File: src/rtl/systolic_tile_ctrl.sv
// Tile sequencer for a weight-stationary systolic array: weight load, ifmap stream, ofmap write/accumulate.
// Optional cycle counter enabled by defining SYSTOLIC_CTRL_PERF_EN.
module systolic_tile_ctrl #(
   parameter int MAC_ROW           = 16,
   parameter int MAC_COL           = 16,
   parameter int W_ADDR_BIT        = 11,
   parameter int IFMAP_ADDR_BIT    = 9,
   parameter int OFMAP_ADDR_BIT    = 10,
   parameter int OFMAP_CAHNNEL_NUM = 64,
   parameter int IFMAP_CAHNNEL_NUM = 32,
   parameter int WEIGHT_WIDTH      = 3,
   parameter int WEIGHT_HEIGHT     = 3,
   parameter int IFMAP_WIDTH       = 16,
   parameter int IFMAP_HEIGHT      = 16,
   parameter int OFMAP_WIDTH       = 14,
   parameter int OFMAP_HEIGHT      = 14,
   parameter int PIPE_LAT          = 32
) (
   input  logic                      clk,
   input  logic                      rstn,
   input  logic                      start_in,
   output logic                      finish_out,
   output logic                      busy_out,
   output logic                      w_rd_en_out,
   output logic [W_ADDR_BIT-1:0]     w_addr_out,
   output logic                      w_shift_out,
   output logic                      if_rd_en_out,
   output logic [IFMAP_ADDR_BIT-1:0] if_addr_out,
   output logic                      if_valid_out,
   output logic                      of_wr_en_out,
   output logic                      of_acc_out,
   output logic [OFMAP_ADDR_BIT-1:0] of_addr_out,
   output logic [31:0]               perf_cycles_out
);

   localparam int OCG     = OFMAP_CAHNNEL_NUM / MAC_COL;
   localparam int ICG     = IFMAP_CAHNNEL_NUM / MAC_ROW;
   localparam int NPIX    = OFMAP_WIDTH * OFMAP_HEIGHT;
   localparam int DL      = PIPE_LAT + 1;
   localparam int CNT_MAX = (MAC_ROW > PIPE_LAT) ? MAC_ROW : PIPE_LAT;
   localparam int CNT_W   = $clog2(CNT_MAX + 1);
   localparam int OCG_W   = $clog2(OCG + 1);
   localparam int ICG_W   = $clog2(ICG + 1);
   localparam int KX_W    = $clog2(WEIGHT_WIDTH + 1);
   localparam int KY_W    = $clog2(WEIGHT_HEIGHT + 1);
   localparam int OX_W    = $clog2(OFMAP_WIDTH + 1);
   localparam int OY_W    = $clog2(OFMAP_HEIGHT + 1);

   typedef enum logic [2:0] {
      S_IDLE   = 3'd0,
      S_LOAD_W = 3'd1,
      S_STREAM = 3'd2,
      S_DRAIN  = 3'd3,
      S_DONE   = 3'd4
   } state_t;

   state_t r_state;
   state_t w_state_next;

   logic [CNT_W-1:0] r_cnt;
   logic [OCG_W-1:0] r_ocg;
   logic [ICG_W-1:0] r_icg;
   logic [KY_W-1:0]  r_ky;
   logic [KX_W-1:0]  r_kx;
   logic [OY_W-1:0]  r_oy;
   logic [OX_W-1:0]  r_ox;

   logic w_start_acc;
   logic w_load_last;
   logic w_pix_last;
   logic w_drain_last;
   logic w_tile_last;
   logic w_kx_last;
   logic w_ky_last;
   logic w_icg_last;
   logic w_ocg_last;

   logic [31:0]               w_tile;
   logic [W_ADDR_BIT-1:0]     w_w_addr;
   logic [IFMAP_ADDR_BIT-1:0] w_if_addr;
   logic [OFMAP_ADDR_BIT-1:0] w_of_addr;
   logic                      w_acc;

   assign w_start_acc  = start_in && ((r_state == S_IDLE) || (r_state == S_DONE));
   assign w_load_last  = (r_cnt == CNT_W'(MAC_ROW - 1));
   assign w_drain_last = (r_cnt == CNT_W'(PIPE_LAT - 1));
   assign w_pix_last   = (r_ox == OX_W'(OFMAP_WIDTH - 1)) && (r_oy == OY_W'(OFMAP_HEIGHT - 1));
   assign w_kx_last    = (r_kx == KX_W'(WEIGHT_WIDTH - 1));
   assign w_ky_last    = (r_ky == KY_W'(WEIGHT_HEIGHT - 1));
   assign w_icg_last   = (r_icg == ICG_W'(ICG - 1));
   assign w_ocg_last   = (r_ocg == OCG_W'(OCG - 1));
   assign w_tile_last  = w_kx_last && w_ky_last && w_icg_last && w_ocg_last;

   // Address generation from the loop indices; all products fit the port widths at the defaults.
   assign w_tile    = ((32'(r_ocg) * ICG + 32'(r_icg)) * WEIGHT_HEIGHT + 32'(r_ky)) * WEIGHT_WIDTH
                      + 32'(r_kx);
   assign w_w_addr  = W_ADDR_BIT'(w_tile * MAC_ROW + 32'(r_cnt));
   assign w_if_addr = IFMAP_ADDR_BIT'(32'(r_icg) * (IFMAP_WIDTH * IFMAP_HEIGHT)
                      + (32'(r_oy) + 32'(r_ky)) * IFMAP_WIDTH + 32'(r_ox) + 32'(r_kx));
   assign w_of_addr = OFMAP_ADDR_BIT'(32'(r_ocg) * NPIX + 32'(r_oy) * OFMAP_WIDTH + 32'(r_ox));
   assign w_acc     = !((r_icg == '0) && (r_ky == '0) && (r_kx == '0));

   always_ff @(posedge clk or negedge rstn) begin
      if (!rstn) begin
         r_state <= S_IDLE;
      end else begin
         r_state <= w_state_next;
      end
   end

   always_comb begin
      w_state_next = r_state;
      case (r_state)
         S_IDLE, S_DONE: if (start_in) w_state_next = S_LOAD_W;
         S_LOAD_W:       if (w_load_last) w_state_next = S_STREAM;
         S_STREAM:       if (w_pix_last) w_state_next = S_DRAIN;
         S_DRAIN:        if (w_drain_last) w_state_next = w_tile_last ? S_DONE : S_LOAD_W;
         default:        w_state_next = S_IDLE;
      endcase
   end

   always_comb begin
      busy_out     = 1'b0;
      finish_out   = 1'b0;
      w_rd_en_out  = 1'b0;
      w_addr_out   = '0;
      if_rd_en_out = 1'b0;
      if_addr_out  = '0;
      case (r_state)
         S_LOAD_W: begin
            busy_out    = 1'b1;
            w_rd_en_out = 1'b1;
            w_addr_out  = w_w_addr;
         end
         S_STREAM: begin
            busy_out     = 1'b1;
            if_rd_en_out = 1'b1;
            if_addr_out  = w_if_addr;
         end
         S_DRAIN:  busy_out   = 1'b1;
         S_DONE:   finish_out = 1'b1;
         default: ;
      endcase
   end

   always_ff @(posedge clk or negedge rstn) begin
      if (!rstn) begin
         r_cnt <= '0;
         r_ocg <= '0;
         r_icg <= '0;
         r_ky  <= '0;
         r_kx  <= '0;
         r_oy  <= '0;
         r_ox  <= '0;
      end else if (w_start_acc) begin
         r_cnt <= '0;
         r_ocg <= '0;
         r_icg <= '0;
         r_ky  <= '0;
         r_kx  <= '0;
         r_oy  <= '0;
         r_ox  <= '0;
      end else begin
         case (r_state)
            S_LOAD_W: r_cnt <= w_load_last ? '0 : r_cnt + CNT_W'(1);
            S_STREAM: begin
               if (r_ox == OX_W'(OFMAP_WIDTH - 1)) begin
                  r_ox <= '0;
                  r_oy <= (r_oy == OY_W'(OFMAP_HEIGHT - 1)) ? '0 : r_oy + OY_W'(1);
               end else begin
                  r_ox <= r_ox + OX_W'(1);
               end
            end
            S_DRAIN: begin
               if (w_drain_last) begin
                  r_cnt <= '0;
                  // kx fastest, then ky, icg, ocg
                  if (w_kx_last) begin
                     r_kx <= '0;
                     if (w_ky_last) begin
                        r_ky <= '0;
                        if (w_icg_last) begin
                           r_icg <= '0;
                           r_ocg <= w_ocg_last ? '0 : r_ocg + OCG_W'(1);
                        end else begin
                           r_icg <= r_icg + ICG_W'(1);
                        end
                     end else begin
                        r_ky <= r_ky + KY_W'(1);
                     end
                  end else begin
                     r_kx <= r_kx + KX_W'(1);
                  end
               end else begin
                  r_cnt <= r_cnt + CNT_W'(1);
               end
            end
            default: ;
         endcase
      end
   end

   logic r_w_shift;
   logic r_if_valid;

   always_ff @(posedge clk or negedge rstn) begin
      if (!rstn) begin
         r_w_shift  <= 1'b0;
         r_if_valid <= 1'b0;
      end else begin
         r_w_shift  <= w_rd_en_out;
         r_if_valid <= if_rd_en_out;
      end
   end

   assign w_shift_out  = r_w_shift;
   assign if_valid_out = r_if_valid;

   // Ofmap delay line: the tail lines up each write with the array output of its ifmap read.
   logic [DL-1:0]             r_dl_valid;
   logic [DL-1:0]             r_dl_acc;
   logic [OFMAP_ADDR_BIT-1:0] r_dl_addr [0:DL-1];
   logic                      w_dl_valid_in;

   assign w_dl_valid_in = (r_state == S_STREAM);

   always_ff @(posedge clk or negedge rstn) begin
      if (!rstn) begin
         r_dl_valid <= '0;
         r_dl_acc   <= '0;
         for (int i = 0; i < DL; i++) begin
            r_dl_addr[i] <= '0;
         end
      end else begin
         r_dl_valid   <= {r_dl_valid[DL-2:0], w_dl_valid_in};
         r_dl_acc     <= {r_dl_acc[DL-2:0], w_dl_valid_in && w_acc};
         r_dl_addr[0] <= w_dl_valid_in ? w_of_addr : '0;
         for (int i = 1; i < DL; i++) begin
            r_dl_addr[i] <= r_dl_addr[i-1];
         end
      end
   end

   assign of_wr_en_out = r_dl_valid[DL-1];
   assign of_acc_out   = r_dl_acc[DL-1];
   assign of_addr_out  = r_dl_addr[DL-1];

`ifdef SYSTOLIC_CTRL_PERF_EN
   logic [31:0] r_perf;

   always_ff @(posedge clk or negedge rstn) begin
      if (!rstn) begin
         r_perf <= '0;
      end else if (w_start_acc) begin
         r_perf <= '0;
      end else if (busy_out) begin
         r_perf <= r_perf + 32'd1;
      end
   end

   assign perf_cycles_out = r_perf;
`else
   assign perf_cycles_out = '0;
`endif

endmodule

File: config.mk
export PLATFORM = sky130hd
export DESIGN_NAME = systolic_tile_ctrl
export DESIGN_NICKNAME = d
export VERILOG_FILES = /design/src/rtl/systolic_tile_ctrl.sv
export SDC_FILE = /design/constraint.sdc
export NUM_CORES = 1
export LEC_CHECK = 0
export BUFFER_PORTS_ARGS = -buffer_cell sky130_fd_sc_hd__buf_2
export CORE_MARGIN = 5
export CORE_UTILIZATION = 64
export DETAILED_ROUTE_END_ITERATION = 6
export PLACE_DENSITY = 0.9
export SLEW_MARGIN = 10
export SYNTH_ARGS = -nofsm -noshare
export SYNTH_HDL_FRONTEND = slang
export SYNTH_SLANG_ARGS = --single-unit
export TNS_END_PERCENT = 100
File: constraint.sdc
create_clock -name clk -period 10.8 [get_ports clk]
set_input_delay 0.54 -clock clk [delete_from_list [all_inputs] [get_ports clk]]
set_output_delay 0.54 -clock clk [all_outputs]
set_load 0.05 [all_outputs]
==> impl_metrics.ini <==
[routing]
drtIter0Drc = 528
vias = 6058
first_pass_iters = 5
routed_wl_um = 24400
antenna_left = 0
drc = 0
viasPerCell = 5.17
wl_per_cell_um = 20.8

[timing]
skew_ns = 0.0173
setup_viol = 0
slew_headroom_pct = 32.9
drv_slew = 0
hold_viol = 0
tns_ns = 0
fin_crit_ns = 5.29
worst_pin_slew_ns = 1.01
fmax_mhz = 189
rsz0062_at_grt = false
fin_crit_sh_pct = 49.0

[floorplan]
die_area_mm2 = 0.0239
die_h_um = 155
placeableCoreArea_mm2 = 0.0208
rows = 53
start_util_pct = 64.4
io_pins = 73
die_w_um = 155

[clocking]
cts_hold_buf = 0
cts.path.max_buffers = 3
cts_setup_buffers = 0
clock_sinks = 423
cts-root-buf = clkbuf_16
cts_resized = 0
htree_levels = 2
worstSkewPairLatency_ns = 0.53
cts_tree = done
path_clk_slew_ns = 0.06
cts_buffers = 40

[outcome]
outcome = finished, final reports clean

[grt]
grt_max_degree = 137
grt-ovfl-total = 0
antenna_found_initial = 0
grt_pass1_vias = 7119
track_usage_pct = 22.1
grt_pass1_wl_um = 40400

[power]
cellInternalPower_w = 0.00269
peakVddDrop_uv = 153
p_clk_share_pct = 38.3
finalPower_w = 0.00368
power.density_mw_per_mm2 = 244
p_comb_share_pct = 9.7
seqPwrFrac_pct = 52.1
p_sw_w = 0.000987
p_leak_nw = 8.16
swShare_pct = 26.8

[cells_and_area]
ff_latch_area_mm2 = 0.0106
mostFrequentLayoutCell = dfrtp_1
layout-drive-gt1-share_pct = 13.1
final_core_util_pct = 72.4
final_cell_mix = dfrtp_1 (423), ha_1 (52), clkbuf_16 (41)
antennaDiodeCount = 0
fin_nets = 935
multiInputGateArea_mm2 = 0.00245
nFillCells = 1149
area_growth_pct = 12.5
final_cell_count_no_fill = 1171

[synthesis]
syn_area_per_cell_um2 = 16.8
async_flop_share_pct = 100
yosysWarnings = 0
ys_ff_latch = 423
synth_area_mm2 = 0.0134
yosys_most_used_dff = dfrtp_1
synth_cell_types = 53
seq_area_frac_synth_pct = 79.0
synth_enable_flop_cells = 0
synthCells = 796

[setup_path]
critPathLaunchType = register
r2r_cells = 11
required_ns = 10.26
cp_data_arrival_time_ns = 4.75
worstPathMaxFanout = 6
crit_type = reg2out
worstSetupEndpointType = output port

[min_path]
worst_hold_path_type = in2async

[placed_design]
port_buffers = 40
place_inst = 1099
place_hpwl_um = 12600
gp_congestion = 0.803

[run]
cap_viol_max_count = 0
==> power groups by stage <==
stage,sequential (W),clock [W],combinational [W]
after CTS,0.00192,0.00144,0.000358
final,0.00191,0.00141,0.000355
after global placement,0.00190,0,0.000328
after global routing,0.00194,0.00151,0.000385
after detailed placement,0.00193,0,0.000341
after floorplan,0.00190,0,0.000244
==> path summary, 6_finish.rpt <==
path | startpoint | endpoint | slack, ns
setup / recovery | r_ocg[0]$_DFFE_PN0P_ | w_addr_out[10] | 5.51
hold reg to reg | r_dl_addr[273]$_DFF_PN0_ | r_dl_addr[263]$_DFF_PN0_ | 0.34
hold / removal | rstn | r_dl_addr[37]$_DFF_PN0_ | 0.12
max in group asynchronous | rstn | r_dl_addr[169]$_DFF_PN0_ | 9.08
setup reg to reg | r_oy[2]$_DFFE_PN0P_ | r_dl_addr[329]$_DFF_PN0_ | 7.26
min in group clk | r_dl_addr[273]$_DFF_PN0_ | r_dl_addr[263]$_DFF_PN0_ | 0.34
==> metal layers <==
metal	up-vias	GRT usage, %	wire length [um]
li1	2645	-	-
met1	3188	27.3	9160
met2	174	39.9	13500
met3	51	4.03	1000
met4	0	7.23	697
met5	-	0	0
==> worst max-delay path, stage by stage (launching register included) <==
cell and delay [ns]:
dfrtp_1 0.44, ha_1 0.34, inv_1 0.08, fa_1 0.40, inv_1 0.06, ha_1 0.16, inv_1 0.06, fa_1 0.50
inv_1 0.06, ha_1 0.34, ha_1 0.31, a21o_1 0.17, a21oi_1 0.24, o21bai_1 0.09, a21oi_1 0.19, xor3_1 0.43
nor2_1 0.08, buf_2 0.27
==> synthesized netlist by cell type, types with 2 or more instances <==
master | number | area [um^2]
nor2_1 | 39 | 146
nand2_1 | 23 | 86.3
nor3_1 | 8 | 40.0
and3_1 | 3 | 18.8
nand4_1 | 4 | 25.0
xor2_1 | 9 | 78.8
buf_2 | 2 | 10.0
ha_1 | 52 | 651
mux2i_1 | 2 | 20.0
a211oi_1 | 2 | 15.0
nand2b_1 | 3 | 18.8
dfrtp_1 | 423 | 10600
fa_1 | 14 | 280
buf_4 | 42 | 315
o21bai_1 | 4 | 30.0
o31ai_1 | 3 | 22.5
and2_1 | 14 | 87.6
xnor2_1 | 24 | 210
nor2_2 | 2 | 12.5
a21oi_1 | 26 | 130
nor4_1 | 2 | 12.5
inv_1 | 32 | 120
a21o_1 | 10 | 75.1
nor3b_1 | 3 | 22.5
nand3_1 | 10 | 50.1
and2b_1 | 2 | 15.0
nor2b_1 | 2 | 12.5
o21ai_0 | 11 | 55.1
==> layout make-up <==
type / instances / share of cell area (%)
clock buffer: 65 / 8.26
clock inverter: 7 / 0.539
inverter: 33 / 0.838
multi-input combinational: 324 / 16.3
sequential: 423 / 70.2
tap: 275 / 2.28
timing repair buffer: 44 / 1.59
==> through the flow <==
stage	hold WS, ns	area (um^2)	setup slack [ns]
2_1_floorplan	0.244	13500	6.05
3_3_place_gp	0.332	13800	6.20
3_5_place_dp	0.335	13800	6.06
4_1_cts	0.181	15100	5.49
5_1_grt	0.212	15100	5.24
6_report	0.117	15100	5.51
==> sequential cells by signal, indices dropped and copies added, names as in the netlist, 3 cells and up <==
register / count
r_ox: 4
r_ocg: 3
r_oy: 4
r_dl_valid: 33
r_dl_addr: 320
r_state: 3
r_dl_acc: 33
r_cnt: 6
of_addr_out: 10
==> cell families after synthesis <==
logic type / Yosys count / synth area share (%)
muxes: 2 / 0.149
and+or+nand+nor: 125 / 4.90
AOI/OAI and AO/OA: 64 / 2.92
other: 1 / 0.0280
adders and majority gates: 66 / 6.94
xor gates and xnor gates: 35 / 2.50
DFF: 423 / 79.0
buffers and inverters: 80 / 3.58
No activity file was read; power rests on OpenSTA's default activity.
